<file path="config.mk">
export PLATFORM = sky130hd
export DESIGN_NAME = tetris_input_ctrl_flat
export DESIGN_NICKNAME = d
export VERILOG_FILES = /design/src/rtl/tetris_input_ctrl_pkg.sv /design/src/rtl/tetris_input_ctrl_if.sv /design/src/rtl/tetris_input_ctrl_debounce.sv /design/src/rtl/tetris_input_ctrl.sv /design/src/flat_wrapper.sv
export SDC_FILE = /design/constraint.sdc
export NUM_CORES = 1
export LEC_CHECK = 0
export CORE_MARGIN = 3
export CORE_UTILIZATION = 35
export CTS_CLUSTER_SIZE = 12
export DETAILED_ROUTE_END_ITERATION = 10
export PLACE_DENSITY_LB_ADDON = 0.2
export SLEW_MARGIN = 20
export SYNTH_ARGS = -nofsm -noshare
export SYNTH_HDL_FRONTEND = slang
export SYNTH_HIERARCHICAL = 1
export SYNTH_SLANG_ARGS = --single-unit
export TNS_END_PERCENT = 10
</file>
<file path="constraint.sdc">
create_clock -name clk -period 2.8 [get_ports clk]
set_clock_uncertainty 0.2 [all_clocks]
set_input_delay 0.56 -clock clk [delete_from_list [all_inputs] [get_ports clk]]
set_output_delay 0.56 -clock clk [all_outputs]
set_load 0.01 [all_outputs]
</file>
<file path="src/rtl/tetris_input_ctrl_pkg.sv">
// Shared types and default timing for the Tetris player-input front end.
package tetris_input_pkg;

  typedef enum logic [1:0] {
    ZONE_CENTER = 2'd0,
    ZONE_LEFT   = 2'd1,
    ZONE_RIGHT  = 2'd2
  } joy_zone_e;

  typedef enum logic [1:0] {
    RPT_IDLE   = 2'd0,
    RPT_DAS    = 2'd1,
    RPT_REPEAT = 2'd2
  } rpt_state_e;

  localparam int DEF_ADC_W      = 12;
  localparam int DEF_LEFT_THR   = 1300;
  localparam int DEF_RIGHT_THR  = 2000;
  localparam int DEF_HYST       = 100;
  localparam int DEF_NBTN       = 2;
  localparam int DEF_DEB_CYCLES = 500000;
  localparam int DEF_DAS_CYCLES = 10000000;
  localparam int DEF_ARR_CYCLES = 2500000;

endpackage

</file>
<file path="src/rtl/tetris_input_ctrl_if.sv">
// Player-input bundle: joystick samples and buttons in, move strobes, zone, LEDs out.
interface tetris_input_ctrl_if #(
  parameter int ADC_W = 12,
  parameter int NBTN  = 2
);
  logic              enable;
  logic [ADC_W-1:0]  adc_value;
  logic              adc_valid;
  logic [NBTN-1:0]   btn_raw;
  logic              move_left;
  logic              move_right;
  logic [1:0]        joy_zone;
  logic [NBTN-1:0]   btn_level;
  logic [NBTN-1:0]   btn_press;
  logic              led_red;
  logic              led_green;

  modport slave (
    input  enable, adc_value, adc_valid, btn_raw,
    output move_left, move_right, joy_zone, btn_level, btn_press, led_red, led_green
  );

  modport master (
    output enable, adc_value, adc_valid, btn_raw,
    input  move_left, move_right, joy_zone, btn_level, btn_press, led_red, led_green
  );
endinterface

</file>
<file path="src/rtl/tetris_input_ctrl_debounce.sv">
// One pushbutton channel: 2-FF synchronizer, stability counter, rising-edge press pulse.
module input_debounce #(
  parameter int DEB_CYCLES = 500000
) (
  input  logic clk,
  input  logic reset,
  input  logic raw_i,
  output logic level_o,
  output logic press_o
);
  localparam int CW = $clog2(DEB_CYCLES + 1);
  localparam logic [CW-1:0] CNT_LAST = CW'(DEB_CYCLES - 1);

  logic          s1_q, s2_q;
  logic          lvl_q, lvl_d;
  logic          prs_q, prs_d;
  logic [CW-1:0] cnt_q, cnt_d;

  // Any sample matching the current level restarts the stability window.
  always_comb begin
    lvl_d = lvl_q;
    prs_d = 1'b0;
    cnt_d = '0;
    if (s2_q != lvl_q) begin
      if (cnt_q == CNT_LAST) begin
        lvl_d = ~lvl_q;
        prs_d = ~lvl_q;
      end else begin
        cnt_d = cnt_q + 1'b1;
      end
    end
  end

  always_ff @(posedge clk or posedge reset) begin
    if (reset) begin
      s1_q  <= 1'b0;
      s2_q  <= 1'b0;
      lvl_q <= 1'b0;
      prs_q <= 1'b0;
      cnt_q <= '0;
    end else begin
      s1_q  <= raw_i;
      s2_q  <= s1_q;
      lvl_q <= lvl_d;
      prs_q <= prs_d;
      cnt_q <= cnt_d;
    end
  end

  assign level_o = lvl_q;
  assign press_o = prs_q;
endmodule

</file>
<file path="src/rtl/tetris_input_ctrl.sv">
// Joystick zone classifier with hysteresis, DAS/ARR auto-repeat FSM, and N debounced buttons.
module tetris_input_ctrl
  import tetris_input_pkg::*;
#(
  parameter int ADC_W      = DEF_ADC_W,
  parameter int LEFT_THR   = DEF_LEFT_THR,
  parameter int RIGHT_THR  = DEF_RIGHT_THR,
  parameter int HYST       = DEF_HYST,
  parameter int NBTN       = DEF_NBTN,
  parameter int DEB_CYCLES = DEF_DEB_CYCLES,
  parameter int DAS_CYCLES = DEF_DAS_CYCLES,
  parameter int ARR_CYCLES = DEF_ARR_CYCLES
) (
  input  logic clk,
  input  logic reset,
  tetris_input_ctrl_if.slave io
);
  localparam int RPT_MAX = (DAS_CYCLES > ARR_CYCLES) ? DAS_CYCLES : ARR_CYCLES;
  localparam int CNT_W   = $clog2(RPT_MAX + 1);
  localparam logic [CNT_W-1:0] DAS_LAST = CNT_W'(DAS_CYCLES - 1);
  localparam logic [CNT_W-1:0] ARR_LAST = CNT_W'(ARR_CYCLES - 1);

  localparam logic [ADC_W-1:0] L_ENTER = ADC_W'(LEFT_THR);
  localparam logic [ADC_W-1:0] L_EXIT  = ADC_W'(LEFT_THR + HYST);
  localparam logic [ADC_W-1:0] R_ENTER = ADC_W'(RIGHT_THR);
  localparam logic [ADC_W-1:0] R_EXIT  = ADC_W'(RIGHT_THR - HYST);

  if (!(LEFT_THR + HYST < RIGHT_THR - HYST)) begin : g_bad_thr
    $error("tetris_input_ctrl: hysteresis bands overlap");
  end
  if (DEB_CYCLES < 1 || DAS_CYCLES < 1 || ARR_CYCLES < 1) begin : g_bad_cyc
    $error("tetris_input_ctrl: cycle parameters must be >= 1");
  end

  joy_zone_e  zone_q, zone_d;
  joy_zone_e  dir_q, dir_d;
  rpt_state_e state_q, state_d;
  logic [CNT_W-1:0] cnt_q, cnt_d;
  logic ml_q, ml_d, mr_q, mr_d;
  logic fire;

  // Zone only moves on fresh samples; exits use the widened band, entries the raw threshold.
  always_comb begin
    zone_d = zone_q;
    if (io.adc_valid) begin
      case (zone_q)
        ZONE_CENTER: begin
          if (io.adc_value > R_ENTER)      zone_d = ZONE_RIGHT;
          else if (io.adc_value < L_ENTER) zone_d = ZONE_LEFT;
        end
        ZONE_RIGHT: begin
          if (io.adc_value < L_ENTER)      zone_d = ZONE_LEFT;
          else if (io.adc_value < R_EXIT)  zone_d = ZONE_CENTER;
        end
        ZONE_LEFT: begin
          if (io.adc_value > R_ENTER)      zone_d = ZONE_RIGHT;
          else if (io.adc_value >= L_EXIT) zone_d = ZONE_CENTER;
        end
        default: zone_d = ZONE_CENTER;
      endcase
    end
  end

  // Fresh entry and reversal share one path: pulse now, restart the DAS window.
  always_comb begin
    state_d = state_q;
    cnt_d   = cnt_q;
    dir_d   = dir_q;
    fire    = 1'b0;
    if (!io.enable || zone_q == ZONE_CENTER) begin
      state_d = RPT_IDLE;
      cnt_d   = '0;
    end else if (state_q == RPT_IDLE || zone_q != dir_q) begin
      state_d = RPT_DAS;
      cnt_d   = '0;
      dir_d   = zone_q;
      fire    = 1'b1;
    end else begin
      case (state_q)
        RPT_DAS: begin
          if (cnt_q == DAS_LAST) begin
            state_d = RPT_REPEAT;
            cnt_d   = '0;
            fire    = 1'b1;
          end else begin
            cnt_d = cnt_q + 1'b1;
          end
        end
        RPT_REPEAT: begin
          if (cnt_q == ARR_LAST) begin
            cnt_d = '0;
            fire  = 1'b1;
          end else begin
            cnt_d = cnt_q + 1'b1;
          end
        end
        default: begin
          state_d = RPT_IDLE;
          cnt_d   = '0;
        end
      endcase
    end
    ml_d = fire && (dir_d == ZONE_LEFT);
    mr_d = fire && (dir_d == ZONE_RIGHT);
  end

  always_ff @(posedge clk or posedge reset) begin
    if (reset) begin
      zone_q  <= ZONE_CENTER;
      dir_q   <= ZONE_CENTER;
      state_q <= RPT_IDLE;
      cnt_q   <= '0;
      ml_q    <= 1'b0;
      mr_q    <= 1'b0;
    end else begin
      zone_q  <= zone_d;
      dir_q   <= dir_d;
      state_q <= state_d;
      cnt_q   <= cnt_d;
      ml_q    <= ml_d;
      mr_q    <= mr_d;
    end
  end

  logic [NBTN-1:0] btn_level, btn_press;

  for (genvar g = 0; g < NBTN; g++) begin : g_btn
    input_debounce #(.DEB_CYCLES(DEB_CYCLES)) u_deb (
      .clk     (clk),
      .reset   (reset),
      .raw_i   (io.btn_raw[g]),
      .level_o (btn_level[g]),
      .press_o (btn_press[g])
    );
  end

  assign io.move_left  = ml_q;
  assign io.move_right = mr_q;
  assign io.joy_zone   = zone_q;
  assign io.led_red    = (zone_q == ZONE_RIGHT);
  assign io.led_green  = (zone_q == ZONE_LEFT);
  assign io.btn_level  = btn_level;
  assign io.btn_press  = btn_press;
endmodule

</file>
<file path="src/flat_wrapper.sv">
// flat-port wrapper written by rule: the top's interface ports become plain ports
module tetris_input_ctrl_flat import tetris_input_pkg::*;
#(
  parameter int ADC_W      = DEF_ADC_W,
  parameter int LEFT_THR   = DEF_LEFT_THR,
  parameter int RIGHT_THR  = DEF_RIGHT_THR,
  parameter int HYST       = DEF_HYST,
  parameter int NBTN       = DEF_NBTN,
  parameter int DEB_CYCLES = DEF_DEB_CYCLES,
  parameter int DAS_CYCLES = DEF_DAS_CYCLES,
  parameter int ARR_CYCLES = DEF_ARR_CYCLES
)
  (clk, reset, io_enable, io_adc_value, io_adc_valid, io_btn_raw, io_move_left, io_move_right, io_joy_zone, io_btn_level, io_btn_press, io_led_red, io_led_green);
  tetris_input_ctrl_if #(.ADC_W(ADC_W), .NBTN(NBTN)) io_i ();
  input  logic clk;
  input  logic reset;
  input wire logic [$bits(io_i.enable)-1:0] io_enable;
  input wire logic [$bits(io_i.adc_value)-1:0] io_adc_value;
  input wire logic [$bits(io_i.adc_valid)-1:0] io_adc_valid;
  input wire logic [$bits(io_i.btn_raw)-1:0] io_btn_raw;
  output wire logic [$bits(io_i.move_left)-1:0] io_move_left;
  output wire logic [$bits(io_i.move_right)-1:0] io_move_right;
  output wire logic [$bits(io_i.joy_zone)-1:0] io_joy_zone;
  output wire logic [$bits(io_i.btn_level)-1:0] io_btn_level;
  output wire logic [$bits(io_i.btn_press)-1:0] io_btn_press;
  output wire logic [$bits(io_i.led_red)-1:0] io_led_red;
  output wire logic [$bits(io_i.led_green)-1:0] io_led_green;
  assign io_i.enable = io_enable;
  assign io_i.adc_value = io_adc_value;
  assign io_i.adc_valid = io_adc_valid;
  assign io_i.btn_raw = io_btn_raw;
  assign io_move_left = io_i.move_left;
  assign io_move_right = io_i.move_right;
  assign io_joy_zone = io_i.joy_zone;
  assign io_btn_level = io_i.btn_level;
  assign io_btn_press = io_i.btn_press;
  assign io_led_red = io_i.led_red;
  assign io_led_green = io_i.led_green;
  tetris_input_ctrl #(.ADC_W(ADC_W), .LEFT_THR(LEFT_THR), .RIGHT_THR(RIGHT_THR), .HYST(HYST), .NBTN(NBTN), .DEB_CYCLES(DEB_CYCLES), .DAS_CYCLES(DAS_CYCLES), .ARR_CYCLES(ARR_CYCLES)) u_core (.clk(clk), .reset(reset), .io(io_i));
endmodule
</file>
-- Word level (Yosys, flattened, before mapping)
Cells that the tools add are included.
- add/sub/neg operators: 3
- multipliers: 0
- divide/modulo/power cells: 0
- magnitude comparators: 4
- equality and inequality tests: 18
- shifts and indexed selects: 0
- mux-type cells: 31
- bitwise logic cells: 2
- reduce and logical (&&, ||, !) cells: 11
- operators by type and width (kind ; count):
    $mux W24 ; 4
    $mux W19 ; 4
    $pmux W24 S2 ; 1
    $add A19 B1 Y19 const B ; 2
    $eq A19 B19 Y1 const B ; 2
    $add A24 B1 Y24 const B ; 1
    $eq A24 B22 Y1 const B ; 1
    $eq A24 B24 Y1 const B ; 1
    $lt A12 B11 Y1 const B ; 2
    $mux W2 ; 11
    $ge A12 B11 Y1 const B ; 1
    $gt A12 B11 Y1 const B ; 1
    $ne A3 B1 Y1 const B ; 4
    $mux W1 ; 8
    $eq A2 B1 Y1 const B ; 3
    $eq A2 B2 Y1 const B ; 3
    $pmux W2 S3 ; 1
    $reduce_and A2 Y1 ; 3
    $logic_not A2 Y1 ; 2
    $ne A4 B1 Y1 const B ; 1
    $pmux W2 S2 ; 1
    $reduce_and A4 Y1 ; 1
    $logic_and A1 B1 Y1 ; 2
    $logic_or A1 B1 Y1 ; 2
    other kinds (5) ; 7
- register bits after elaboration: 78
- latch bits: 0
- memory bits (writable): 0
- memory bits (read-only): 0
- logic and storage cells: 85
- memories: 0

-- Depth between registers and ports, before layout
Gate-level depths: netlist of run 1.
- word-level depth: 6
- mapped depth: 7
- gate-level depth less buffers: 6

-- Modules after synthesis
Netlist of run 1, hierarchy kept.
- by module, submodules not included (module ; times used ; cells each ; area an instance (um2)):
    input_debounce ; 2 ; 108 ; 1153.6
    tetris_input_ctrl ; 1 ; 202 ; 1879.3

-- Least setup slack after synthesis of run 1
No wires, ideal clock.
- path kind: flip-flop to flip-flop
- start: reg u_core.zone_q[1] (netlist: u_core/io.joy_zone[1])
- end: reg u_core.zone_q[0] (netlist: u_core/io.joy_zone[0])
- library setup time: 125 ps
- data arrival time: 1723 ps
- path slack: 752 ps
- cell stages (with the launch flop): 6
- cells stage by stage: dfrtp_1 > buf_2 > and2b_1 > or3b_2 > o211ai_1 > mux2_2
- word-level cells in the longest chain between the ends: 3
- elaborated cells between the ends (all ways): 8
- those cells by class: eq/ne: 5; mux: 1; reduce/logical: 2
- RTL lines (item ; RTL line ; RTL):
    start, declared ; tetris_input_ctrl.sv:35 ; joy_zone_e zone_q, zone_d;
    start signal, assigned ; tetris_input_ctrl.sv:116 ; zone_q <= zone_d;
    $eq A2 B1 Y1 (*) ; n/a ;
    named net io_led_green ; flat_wrapper.sv:27 ; output wire logic [$bits(io_i.led_green)-1:0] io_led_green;
    $ne A3 B1 Y1 (no source line) ; n/a ;
    $reduce_and A4 Y1 (no source line) ; n/a ;
The timed path passes the listed nets; every way through them passes the cells marked *.
A chain may end at the register's enable or synchronous reset.

-- Worst setup path in the final report of run 1
- start: reg u_core.zone_q[1] (netlist: u_core/io.joy_zone[1])
- end: out io_led_red
- word-level cells in the longest chain between the ends: 1
- RTL lines (item ; RTL line ; RTL):
    $eq A2 B2 Y1 ; tetris_input_ctrl.sv:140 ; assign io.led_red = (zone_q == ZONE_RIGHT);
    end, declared ; flat_wrapper.sv:26 ; output wire logic [$bits(io_i.led_red)-1:0] io_led_red;
Every way passes these cells.

==> results.toml, run 1 <==
[global_route]
grt_max_degree = 33
first_global_vias = 3141
grt_use_total_pct = 13.5
grt_pass1_wl_mm = 14.5
antenna_found_initial = 0
grt_overflow_total = 0

[power]
swShare_pct = 25.3
p_clk_share_pct = 42.3
leakagePower_nw = 1.96
cellPowerDensity_mw_per_mm2 = 558
peakVddDrop_v = 0.000372
pwr-share-comb_pct = 12.2
seqPwrFrac_pct = 45.5
p_switching_w = 0.000693
internal_power_w = 0.00204

[synth]
ys_warn_count = 6
synth_top_area_share_pct = 46.6
synth_edf_count = 0
ys_ff_latch = 78
synth_area_leaders = "dfrtp_1 (47%), nor2_1 (6.5%), xnor2_1 (5.6%)"
synth_fp_nets = 442
seq_area_frac_synth_pct = 46.6
syn_inst = 418
synth_cell_types = 56
syn_area_mm2 = 0.00419
syn_area_per_cell_um2 = 10.0
async_flop_share_pct = 100
synth_ff_type = "dfrtp_1"
yosys.area.top_type = "dfrtp_1"

[cells_and_area]
n_antenna_cell = 0
layout_common_cells = "dfrtp_1 (78), nor2_1 (72), nand2_1 (30)"
drive_above_1_share_pct = 9.87
fin_area_mm2 = 0.00490
layout.nets = 475
final_common_cell = "dfrtp_1"
area_growth_pct = 17.0
fillers = 1120

[route]
via_per_inst = 5.21
firstDrtPassIters = 5
drt-met1-wl_mm = 3.86
drc_errors = 0
top_layer = "met4"
wl_met3_um = 298
wl_met2_mm = 4.02
drt-initial-drc-count = 153
wl_per_cell_um = 13.9
ant_nets = 0
wl_mm = 8.30
num_vias = 3120

[clocking]
cts_setup_buffers = 0
numClockSinks = 78
h-tree-depth = 3
cts_max_path_buffers = 2
clk_pin_slew_ns = 0.06
ctsHoldBuffers = 0
root_buffer = "clkbuf_16"
postCtsResizedCells = 0
tritoncts = "built"
cts_buffers = 9
clk_latency_ns = 0.34

[timing]
hold_viol = 0
report.final.slew_viol_count = 0
relSlewSlack_pct = 57.7
rsz0062_at_grt = "no"
final.period_utilization_pct = 85.9
worst_slack_ns = 0.395
fin_crit_ns = 2.41
clock.fmax_mhz = 416
setup_violations = 0
worstMarginPinSlew_ns = 0.632
final.setup.tns_ns = 0

[worst_setup_path]
setup.worst_path.start_class = "flop"
r2r-start = "u_core/cnt_q[14]$_DFF_PP0_"
end_kind = "output pin"
worst-setup-path-type = "reg -> out"
worstPathArrival_ns = 1.65
crit_path_start = "u_core/io.joy_zone[1]$_DFFE_PP0P_"
crit_fanout = 11
crit_required_ns = 2.04

[place]
dp_slack_ns = 0.214
dpl_cell_area_mm2 = 0.00460
place_congestion = 0.805
hpwlAfterDp_mm = 5.82
io_buffers = 27

[die]
start_util_pct = 36.2
rows = 39
die_width_um = 115
core_area_mm2 = 0.0116
boundaryPins = 28
die_h_um = 115
die-area_mm2 = 0.0133

[flow_run]
maxCapViolCount = 0

[min_path]
hp-class = "reg -> reg"
worstHoldStart = "u_core/g_btn[1].u_deb/s1_q$_DFF_PP0_"

[status]
outcome = "complete, no violations"
-- synthesized netlist by cell type (3+ instances only) --
cell and count:
nand4b_1 6, dfrtp_1 78, nor2_1 72, nand4_4 4, and3_1 7, ha_1 6, nor4_1 11, a21o_1 3
inv_1 18, nor3_1 12, mux2_2 4, nand4bb_1 3, and4_1 3, o21ai_0 5, nand2_1 30, a21oi_1 11
xnor2_1 27, o21ai_1 4, nand4_1 14, or4_4 3, xor2_1 24, nand3_1 25
-- worst paths after layout --
kind	slack (ns)	depth (start not counted)	endpoint
max	0.39	2	io_led_red
min	0.15	0	u_core/g_btn[1].u_deb/s2_q$_DFF_PP0_
max reg2reg	0.65	5	u_core/cnt_q[23]$_DFF_PP0_
min reg2reg	0.15	0	u_core/g_btn[1].u_deb/s2_q$_DFF_PP0_
max in group asynchronous	1.59	3	u_core/dir_q[1]$_DFF_PP0_
min in group asynchronous	0.45	3	u_core/g_btn[0].u_deb/s1_q$_DFF_PP0_
-- cells by family after synthesis --
| group | after synthesis | share of synthesized area (%) |
|---|---|---|
| buffers and inverters | 26 | 2.96 |
| AOI/OAI and AO/OA | 36 | 6.55 |
| muxes | 6 | 1.55 |
| DFF | 78 | 46.6 |
| adders and majority gates | 6 | 1.79 |
| xor gates and xnor gates | 51 | 10.7 |
| and+or+nand+nor | 215 | 29.9 |
-- worst max-delay path: stages (launching register included) --
cell and delay [ns]:
dfrtp_1 0.52, nor2b_1 0.23, clkdlybuf4s50_1 0.56
-- state kept, by name, indices dropped and copies added, names as in the netlist --
name / count
u_core/g_btn.u_deb/cnt_q: 38
u_core/dir_q: 2
u_core/cnt_q: 24
u_core/io.move_right: 1
u_core/g_btn.u_deb/level_o: 2
u_core/io.joy_zone: 2
u_core/io.move_left: 1
u_core/g_btn.u_deb/s1_q: 2
u_core/state_q: 2
u_core/g_btn.u_deb/s2_q: 2
u_core/g_btn.u_deb/press_o: 2
-- stage by stage --
step	power, W	util, %	instances	hold slack [ns]
after global placement	0.00160	39.8	583	0.136
after CTS	0.00279	42.4	599	0.151
after floorplan	0.00146	-	418	0.131
after detailed placement	0.00161	39.8	583	0.136
after global routing	0.00288	42.4	599	0.156
final	0.00273	42.4	599	0.149
-- area by class of cell --
cell class / count / area [um2] / share of cell area [%]
multi-input cells: 314 / 2110 / 43.1
flip-flops and latches: 78 / 1950 / 39.8
repair buffers: 30 / 293 / 5.98
clock buffers: 9 / 225 / 4.60
well taps: 143 / 179 / 3.65
clock inverters: 7 / 72.6 / 1.48
inverters: 18 / 67.6 / 1.38
-- layer usage --
layer / global-route usage (%) / up-vias
li1: - / 1544
met1: 17.2 / 1514
met2: 22.2 / 50
met3: 4.00 / 12
met4: 4.15 / 0
met5: 0 / -
-- power by group through the flow --
stage	logic (W)	registers (W)	clock network, W
2_1_floorplan	0.000224	0.00124	0
3_3_place_gp	0.000338	0.00126	0
3_5_place_dp	0.000340	0.00127	0
4_1_cts	0.000342	0.00125	0.00120
5_1_grt	0.000375	0.00126	0.00125
6_report	0.000334	0.00124	0.00116
Note: power is estimated with default switching activity, not from simulation.
==> inputs of run 2 (changes only) <==
Settings changed: SLEW_MARGIN 20 to default.
==> results of run 2 <==
Final layout, timing and power as in run 1 (identical DEF).
==> inputs of run 3 (changes only) <==
Settings changed: SLEW_MARGIN from default to 20.
==> results of run 3 <==
Final layout, timing and power as in run 1 (identical DEF).
